File: src/rtl/seq_frame_ctrl_if.sv
// Bus bundle between the frame scheduler and its surroundings (framegrabber,
// sequentializer, hls4ml core, register block).
interface seq_frame_ctrl_if #(
    parameter int CNT_W = 16
);
    // seq_ap_start is held while the scheduler is armed; a start is accepted
    // on every rising clk edge where seq_ap_start && seq_ap_ready are both high.
    logic             enable;
    logic             sof;
    logic             seq_ap_start;
    logic             seq_ap_ready;
    logic             seq_ap_done;
    logic             nn_ap_done;
    logic             busy;
    logic [CNT_W-1:0] frame_cnt;
    logic [CNT_W-1:0] drop_cnt;
    logic             err_timeout;
    logic             err_clear;

    modport master (
        output enable, sof, seq_ap_ready, seq_ap_done, nn_ap_done, err_clear,
        input  seq_ap_start, busy, frame_cnt, drop_cnt, err_timeout
    );

    modport slave (
        input  enable, sof, seq_ap_ready, seq_ap_done, nn_ap_done, err_clear,
        output seq_ap_start, busy, frame_cnt, drop_cnt, err_timeout
    );
endinterface

File: src/rtl/seq_frame_ctrl.sv
// Frame scheduler: SOF pulse -> sequentializer ap_start handshake -> wait for
// seq and nn completion, with drop/frame counters and a watchdog.
// Define SEQ_FRAME_CTRL_OVERLAP_EN to let a new frame start while the previous
// one still awaits nn_ap_done.
module seq_frame_ctrl #(
    parameter int CNT_W          = 16,
    parameter int TIMEOUT_CYCLES = 1000000,
    parameter int TO_W           = 20
) (
    input  logic            clk,
    input  logic            reset,
    seq_frame_ctrl_if.slave bus,
    output logic [2:0]      dbg_state_o
);
    typedef enum logic [2:0] {
        S_IDLE  = 3'd0,
        S_ARM   = 3'd1,
        S_RUN   = 3'd2,
        S_DRAIN = 3'd3,
        S_ERROR = 3'd4
    } state_t;

    localparam logic [CNT_W-1:0] CNT_MAX  = '1;
    localparam logic [TO_W-1:0]  WD_LIMIT = TO_W'(TIMEOUT_CYCLES - 1);

    state_t           state_q, state_d;
    logic [CNT_W-1:0] frame_q, frame_d;
    logic [CNT_W-1:0] drop_q, drop_d;
    logic [CNT_W:0]   frame_sum;
    logic [TO_W-1:0]  wd_q, wd_d;
    logic             err_q, err_d;
    logic             nn_seen_q, nn_seen_d;
    logic [1:0]       frame_inc;
    logic             drop_inc;
    logic             timeout;
    logic             nn_free;
    logic             wd_run;
`ifdef SEQ_FRAME_CTRL_OVERLAP_EN
    logic             pend_q, pend_d;
`endif

    always_comb begin
        state_d   = state_q;
        err_d     = err_q;
        nn_seen_d = 1'b0;
        frame_inc = 2'd0;
        drop_inc  = 1'b0;
        timeout   = (wd_q >= WD_LIMIT);
        nn_free   = bus.nn_ap_done;
`ifdef SEQ_FRAME_CTRL_OVERLAP_EN
        // An nn_ap_done is first credited to the frame left pending in flight.
        nn_free   = bus.nn_ap_done && !pend_q;
        pend_d    = pend_q && !bus.nn_ap_done;
        if (pend_q && bus.nn_ap_done) frame_inc = 2'd1;
`endif
        if (bus.err_clear) err_d = 1'b0;

        unique case (state_q)
            S_IDLE: begin
                if (bus.sof) begin
                    if (bus.enable) state_d = S_ARM;
                    else            drop_inc = 1'b1;
                end
            end
            S_ARM: begin
                drop_inc = bus.sof;
                if (bus.seq_ap_ready) state_d = S_RUN;
            end
            S_RUN: begin
                drop_inc = bus.sof;
                if (bus.seq_ap_done) begin
                    if (nn_free || nn_seen_q) begin
                        frame_inc = frame_inc + 2'd1;
                        state_d   = S_IDLE;
                    end else begin
                        state_d = S_DRAIN;
                    end
                end else if (timeout) begin
                    state_d = S_ERROR;
                    err_d   = 1'b1;
                end else begin
                    nn_seen_d = nn_seen_q || nn_free;
                end
            end
            S_DRAIN: begin
                if (nn_free) begin
                    frame_inc = frame_inc + 2'd1;
                    state_d   = S_IDLE;
                    drop_inc  = bus.sof;
`ifdef SEQ_FRAME_CTRL_OVERLAP_EN
                end else if (bus.sof && bus.enable && !pend_q) begin
                    state_d = S_ARM;
                    pend_d  = 1'b1;
                end else begin
                    drop_inc = bus.sof;
                end
`else
                end else begin
                    drop_inc = bus.sof;
                    if (timeout) begin
                        state_d = S_ERROR;
                        err_d   = 1'b1;
                    end
                end
`endif
            end
            S_ERROR: begin
                drop_inc = bus.sof;
                if (bus.err_clear) state_d = S_IDLE;
            end
            default: state_d = S_IDLE;
        endcase

        // Watchdog only runs while the frame stays inside the timed states;
        // it saturates at the limit so a late done can still win.
`ifdef SEQ_FRAME_CTRL_OVERLAP_EN
        wd_run = (state_q == S_RUN) && (state_d == S_RUN);
`else
        wd_run = (state_q inside {S_RUN, S_DRAIN}) && (state_d inside {S_RUN, S_DRAIN});
`endif
        wd_d = '0;
        if (wd_run) wd_d = timeout ? wd_q : wd_q + TO_W'(1);

        frame_sum = {1'b0, frame_q} + (CNT_W+1)'(frame_inc);
        frame_d   = frame_sum[CNT_W] ? CNT_MAX : frame_sum[CNT_W-1:0];
        drop_d    = (drop_inc && (drop_q != CNT_MAX)) ? drop_q + CNT_W'(1) : drop_q;
    end

    always_ff @(posedge clk) begin
        if (reset) begin
            state_q   <= S_IDLE;
            frame_q   <= '0;
            drop_q    <= '0;
            wd_q      <= '0;
            err_q     <= 1'b0;
            nn_seen_q <= 1'b0;
`ifdef SEQ_FRAME_CTRL_OVERLAP_EN
            pend_q    <= 1'b0;
`endif
        end else begin
            state_q   <= state_d;
            frame_q   <= frame_d;
            drop_q    <= drop_d;
            wd_q      <= wd_d;
            err_q     <= err_d;
            nn_seen_q <= nn_seen_d;
`ifdef SEQ_FRAME_CTRL_OVERLAP_EN
            pend_q    <= pend_d;
`endif
        end
    end

    assign bus.seq_ap_start = (state_q == S_ARM);
    assign bus.busy         = (state_q != S_IDLE);
    assign bus.frame_cnt    = frame_q;
    assign bus.drop_cnt     = drop_q;
    assign bus.err_timeout  = err_q;
    assign dbg_state_o      = state_q;
endmodule
File: src/flat_wrapper.sv
// flat-port wrapper written by rule: the top's interface ports become plain ports
module seq_frame_ctrl_flat 
#(
    parameter int CNT_W          = 16,
    parameter int TIMEOUT_CYCLES = 1000000,
    parameter int TO_W           = 20
)
  (clk, reset, dbg_state_o, bus_enable, bus_sof, bus_seq_ap_ready, bus_seq_ap_done, bus_nn_ap_done, bus_err_clear, bus_seq_ap_start, bus_busy, bus_frame_cnt, bus_drop_cnt, bus_err_timeout);
  seq_frame_ctrl_if #(.CNT_W(CNT_W)) bus_i ();
  input  logic clk;
  input  logic reset;
  output logic [2:0] dbg_state_o;
  input wire logic [$bits(bus_i.enable)-1:0] bus_enable;
  input wire logic [$bits(bus_i.sof)-1:0] bus_sof;
  input wire logic [$bits(bus_i.seq_ap_ready)-1:0] bus_seq_ap_ready;
  input wire logic [$bits(bus_i.seq_ap_done)-1:0] bus_seq_ap_done;
  input wire logic [$bits(bus_i.nn_ap_done)-1:0] bus_nn_ap_done;
  input wire logic [$bits(bus_i.err_clear)-1:0] bus_err_clear;
  output wire logic [$bits(bus_i.seq_ap_start)-1:0] bus_seq_ap_start;
  output wire logic [$bits(bus_i.busy)-1:0] bus_busy;
  output wire logic [$bits(bus_i.frame_cnt)-1:0] bus_frame_cnt;
  output wire logic [$bits(bus_i.drop_cnt)-1:0] bus_drop_cnt;
  output wire logic [$bits(bus_i.err_timeout)-1:0] bus_err_timeout;
  assign bus_i.enable = bus_enable;
  assign bus_i.sof = bus_sof;
  assign bus_i.seq_ap_ready = bus_seq_ap_ready;
  assign bus_i.seq_ap_done = bus_seq_ap_done;
  assign bus_i.nn_ap_done = bus_nn_ap_done;
  assign bus_i.err_clear = bus_err_clear;
  assign bus_seq_ap_start = bus_i.seq_ap_start;
  assign bus_busy = bus_i.busy;
  assign bus_frame_cnt = bus_i.frame_cnt;
  assign bus_drop_cnt = bus_i.drop_cnt;
  assign bus_err_timeout = bus_i.err_timeout;
  seq_frame_ctrl #(.CNT_W(CNT_W), .TIMEOUT_CYCLES(TIMEOUT_CYCLES), .TO_W(TO_W)) u_core (.clk(clk), .reset(reset), .bus(bus_i), .dbg_state_o(dbg_state_o));
endmodule
File: config.mk
export PLATFORM = sky130hd
export DESIGN_NAME = seq_frame_ctrl_flat
export DESIGN_NICKNAME = d
export VERILOG_FILES = /design/src/rtl/seq_frame_ctrl_if.sv /design/src/rtl/seq_frame_ctrl.sv /design/src/flat_wrapper.sv
export SDC_FILE = /design/constraint.sdc
export NUM_CORES = 1
export LEC_CHECK = 0
export BUFFER_PORTS_ARGS = -buffer_cell sky130_fd_sc_hd__buf_4
export CAP_MARGIN = 20
export CORE_MARGIN = 4
export CORE_UTILIZATION = 60
export DETAILED_ROUTE_END_ITERATION = 16
export PLACE_DENSITY = 0.84
export SETUP_SLACK_MARGIN = 0.1
export SLEW_MARGIN = 25
export SYNTH_ARGS = -nofsm -noshare
export SYNTH_HDL_FRONTEND = slang
export SYNTH_SLANG_ARGS = --single-unit
File: constraint.sdc
create_clock -name clk -period 6.4 [get_ports clk]
set_input_delay 0.96 -clock clk [delete_from_list [all_inputs] [get_ports clk]]
set_output_delay 0.96 -clock clk [all_outputs]
set_load 0.01 [all_outputs]
======== Word level (Yosys, flattened, before mapping) ========
Index checks and enable logic that the tools add are counted.
word-level totals
  ROM bits ................................ 0
  bits in latches ......................... 0
  word-level logic and storage cells ...... 51
  output and inout port bits .............. 38
  memories kept ........................... 0
  register bits after elaboration ......... 57
  RAM bits ................................ 0
  input bits .............................. 8
operators by class
  magnitude comparators ................... 1
  equality and inequality tests ........... 7
  bitwise logic cells ..................... 2
  multiply operators ...................... 0
  shift-type cells ........................ 0
  add/subtract/negate cells ............... 3
  multiplexer cells ....................... 22
  div/mod/pow operators ................... 0
  reductions and logical operators ........ 10
operators with widths
  operator                                                               count
  3-bit two-way mux                                                      7
  20-bit by 1-bit adder with 20-bit output, second input constant        1
  20-bit greater-or-equal comparator, second input constant              1
  16-bit by 2-bit adder with 17-bit output                               1
  16-bit by 1-bit adder with 16-bit output, second input constant        1
  16-bit two-way mux                                                     1
  16-bit inequality test, second input constant                          1
  3-bit one-hot mux with 5 select lines                                  1
  3-bit by 2-bit equality test with 1-bit output, second input constant  4
  1-bit two-way mux                                                      8
  4-bit OR reduction                                                     2
  2-bit two-way mux                                                      2
  1-bit one-hot mux with 2 select lines                                  2
  2-bit one-hot mux with 2 select lines                                  1
  2-bit nonzero test                                                     2
  3-bit by 1-bit equality test with 1-bit output, second input constant  1
  3-bit equality test, second input constant                             1
  3-bit logical NOT                                                      1
  3-bit nonzero test                                                     1
  1-bit logical AND                                                      2
  1-bit inverter                                                         2
  2-bit OR reduction                                                     1
  1-bit logical OR                                                       1

======== Logic depth before layout (Yosys ltp) ========
  depth in word-level cells ............... 9
  gate-level depth with buffers ........... 10
  depth with buffers taken out ............ 10

======== Worst setup path after synthesis ========
No wires, ideal clock.
  path type ............................... input to register
  start ................................... in bus_seq_ap_done
  end ..................................... reg u_core.frame_q[10], in the netlist u_core.bus.frame_cnt[10]
  stages on the path ...................... 10
  required time ........................... 6.267 ns
  path buffers ............................ 1
  path slack .............................. 3.746 ns
  arrival time ............................ 2.521 ns
  library setup time ...................... 0.133 ns
  cell sequence ........................... or2_2 > o21ai_0 > nor2_1 > ha_1 > ha_1 > nand3_1 > nor2_1 > nand3_1 > clkbuf_1 > a21oi_1
on the way
  cells in the longest elaborated chain, start to end .. 4
RTL lines
  element                                   RTL line               RTL
  start, declared                           flat_wrapper.sv:16     input wire logic [$bits(bus_i.seq_ap_done)-1:0] bus_seq_ap_done;
  2-bit two-way mux                         seq_frame_ctrl.sv:71   if (bus.seq_ap_done) begin
  2-bit one-hot mux with 2 select lines     seq_frame_ctrl.sv:58   unique case (state_q)
  16-bit by 2-bit adder with 17-bit output  seq_frame_ctrl.sv:124  frame_sum = {1'b0, frame_q} + (CNT_W+1)'(frame_inc);
  16-bit two-way mux                        seq_frame_ctrl.sv:125  frame_d = frame_sum[CNT_W] ? CNT_MAX : frame_sum[CNT_W-1:0];
  end signal, assigned                      seq_frame_ctrl.sv:142  frame_q <= frame_d;
  end, declared                             seq_frame_ctrl.sv:27   logic [CNT_W-1:0] frame_q, frame_d;
No other way between the ends.
A chain may end at the register's enable or synchronous reset.

======== Worst setup path after layout ========
  start ................................... in bus_seq_ap_done
  end ..................................... reg u_core.frame_q[6], in the netlist u_core.bus.frame_cnt[6]
The elaborated chain is that of the path after synthesis.

==> impl_metrics.json <==
{
  "status": "finished, final reports clean",
  "ys_seq_elements": 57,
  "path_class": "in2reg",
  "cp.required_ps": 6650,
  "initial_core_util": 0.6324,
  "fill_cells": 339,
  "n_antenna_cell": 0,
  "drive_above_1_share": 0.1840,
  "synth-async-reset-ratio": 0,
  "synthFlopType": "dfxtp_1",
  "power_switching_w": 0.0001533,
  "drtIter0Drc": 193,
  "nets": 383,
  "hold_buffers": 0,
  "p_clk_frac": 0.443,
  "p_int_w": 0.0005460,
  "h-tree-depth": 3,
  "postCtsSetupBuffers": 0,
  "gp_congestion": 0.8415,
  "hpwl_um": 4194,
  "cts_sinks": 57,
  "fin_crit_sh": 0.4215,
  "regToRegSetupSlack_ps": 3850,
  "grt_max_degree": 39,
  "period_needed_ps": 2698,
  "drtPass1Iterations": 4,
  "vias": 2507,
  "worstHoldPathType": "reg2reg",
  "max_slew.worst_pin.slew_ps": 950.9,
  "worst_clock_skew_ps": 8.206,
  "slowest_stage": "nand3_1",
  "synth_nets": 337,
  "synthCells": 325,
  "rsz0062_at_grt": "false",
  "p_per_area_mw_per_mm2": 210.0,
  "finalHoldViolCount": 0,
  "setup_viol": 0,
  "slew_viol_final": 0,
  "antenna_found_initial": 0,
  "dieHeight_um": 76.21,
  "viasPerCell": 5.871,
  "cts_made_buffers": 9,
  "yosysUniqueCellTypes": 50,
  "yosys_warnings": 0,
  "synth-edff-count": 0,
  "wirelength_um": 6026,
  "netlist_area_mm2": 0.002791,
  "cts_tree": "built",
  "startpoint_type": "input port",
  "cts_resized": 0,
  "cp_slowest_stage_delay_ps": 420,
  "crit_chain": "buf_4 > or2_2 > o21ai_0 > nor2_1 > ha_1 > ha_1 > nand3_1 > nor2_1 > nand3_1 > a21oi_1",
  "area_delta_synth_final_pct": 19.27,
  "finalSetupTns_ps": 0,
  "crit_fanout": 13,
  "rows": 24,
  "leakagePower_nw": 1.170,
  "antenna_left": 0,
  "ioPinCount": 46,
  "endpoint_kind": "flip-flop",
  "pwr-share-comb": 0.041,
  "crit_family": "simple AND/OR/NAND/NOR gates",
  "grt_use_total": 0.2198,
  "slew_headroom": 0.3633,
  "crit_arrival_ps": 2950,
  "yosysSeqAreaShare": 0.4088,
  "route.detailed.drc": 0,
  "grt_pass1_wl_um": 10630,
  "root_buffer": "clkbuf_8",
  "swShare": 0.2192,
  "wl_per_cell_um": 14.11,
  "crit_buf_inv": 1,
  "hold_slack_ps": 476.0,
  "clock_latency_ps": 330,
  "core-area_mm2": 0.004414,
  "grt_pass1_vias": 2372,
  "drv_cap": 0,
  "ir_drop_mv": 0.1504,
  "fp.dieW_um": 76.21,
  "power_frac_seq": 0.516,
  "port_buffers": 45,
  "grt_overflow_total": 0,
  "clk_pin_slew_worst_paths_ps": 60,
  "dieArea_mm2": 0.005808,
  "maxClockFrequency_mhz": 370.7,
  "avgSynthCellArea_um2": 8.589,
  "power.total_w": 0.0006993,
  "cts_buffer_depth": 2
}
cell type report:
type	count	area, um2	share of cell area
multi-input combinational	245	1556	0.4675
timing repair buffer	46	345.3	0.1037
tap	52	65.06	0.01954
clock inverter	4	45.04	0.01353
clock buffer	11	131.4	0.03946
sequential	57	1141	0.3427
inverter	12	45.04	0.01353
layout by cell type (no fill, tap or decap), types with 8 or more instances in the layout:
master	synthesis	final
nand2_1	15	15
nand3_1	22	22
clkbuf_8	0	9
xnor2_1	28	28
nor2_1	41	41
buf_4	0	46
inv_1	12	12
o21ai_0	8	8
a21oi_1	28	28
dfxtp_1	57	57
worst min-delay path: cells and delay by family (launching register included):
kind / cells / cell delay, ps
AO/OA/AOI/OAI: 1 / 60
flip-flops: 1 / 310
AND/OR/NAND/NOR: 1 / 60
state kept, by name, summed over array words and instances (netlist names):
name and flops:
u_core.wd_q 20, u_core.bus.err_timeout 1, u_core.bus.drop_cnt 16, u_core.dbg_state_o 3
u_core.nn_seen_q 1, u_core.bus.frame_cnt 16
power groups by stage:
stage,Combinational [W],Clock [W],Sequential [W]
finish,0.0000288,0.000309,0.000361
global route,0.0000325,0.000337,0.000361
CTS,0.0000291,0.000318,0.000361
detailed placement,0.0000290,0,0.000369
global placement,0.0000279,0,0.000369
floorplan,0.0000163,0,0.000369
Yosys cell counts (6+ instances only):
| cell type | instances | share of area |
|---|---|---|
| a21oi_1 | 28 | 0.050 |
| o31ai_1 | 6 | 0.016 |
| clkbuf_1 | 8 | 0.011 |
| or4_1 | 7 | 0.019 |
| xnor2_1 | 28 | 0.088 |
| inv_1 | 12 | 0.016 |
| nand4_1 | 6 | 0.013 |
| nor2_1 | 41 | 0.055 |
| nand2_1 | 15 | 0.020 |
| o21ai_0 | 8 | 0.014 |
| nand2b_1 | 7 | 0.016 |
| dfxtp_1 | 57 | 0.41 |
| nand3_1 | 22 | 0.039 |
| nor3_1 | 6 | 0.011 |
worst paths after layout:
path | endpoint | startpoint | depth (start not counted)
max | u_core.bus.frame_cnt[6] | bus_seq_ap_done | 10
min | u_core.bus.err_timeout | u_core.bus.err_timeout | 2
max reg2reg | u_core.bus.drop_cnt[8] | u_core.dbg_state_o[0] | 5
min reg2reg | u_core.bus.err_timeout | u_core.bus.err_timeout | 2
metal layers:
metal,global-route usage,up-vias,routed length [um]
met2,0.3279,77,2648
li1,-,1262,-
met5,0,-,0
met1,0.2868,1156,2825
met3,0.07092,12,432
met4,0.1031,0,119
stage by stage:
stage | std cells | util | worst slack [ps] | area (um2)
CTS | 427 | 0.7543 | 3722 | 3329
global placement | 412 | 0.7143 | 3515 | 3153
floorplan | 325 | - | 3746 | 2791
detailed placement | 412 | 0.7143 | 3402 | 3153
finish | 427 | 0.7543 | 3702 | 3329
global route | 427 | 0.7543 | 3465 | 3329
kinds of logic (layout without fill, tap and decap cells):
kind of cell	after synthesis	count (layout)	synth area share
and+or+nand+nor	138	138	0.2640
AOI/OAI and AO/OA	65	65	0.1537
DFF	57	57	0.4088
xor gates and xnor gates	33	33	0.1035
buffers and inverters	23	73	0.03362
muxes	5	5	0.01838
adders and majority gates	4	4	0.01793
Note: power is estimated with default switching activity, not from simulation.
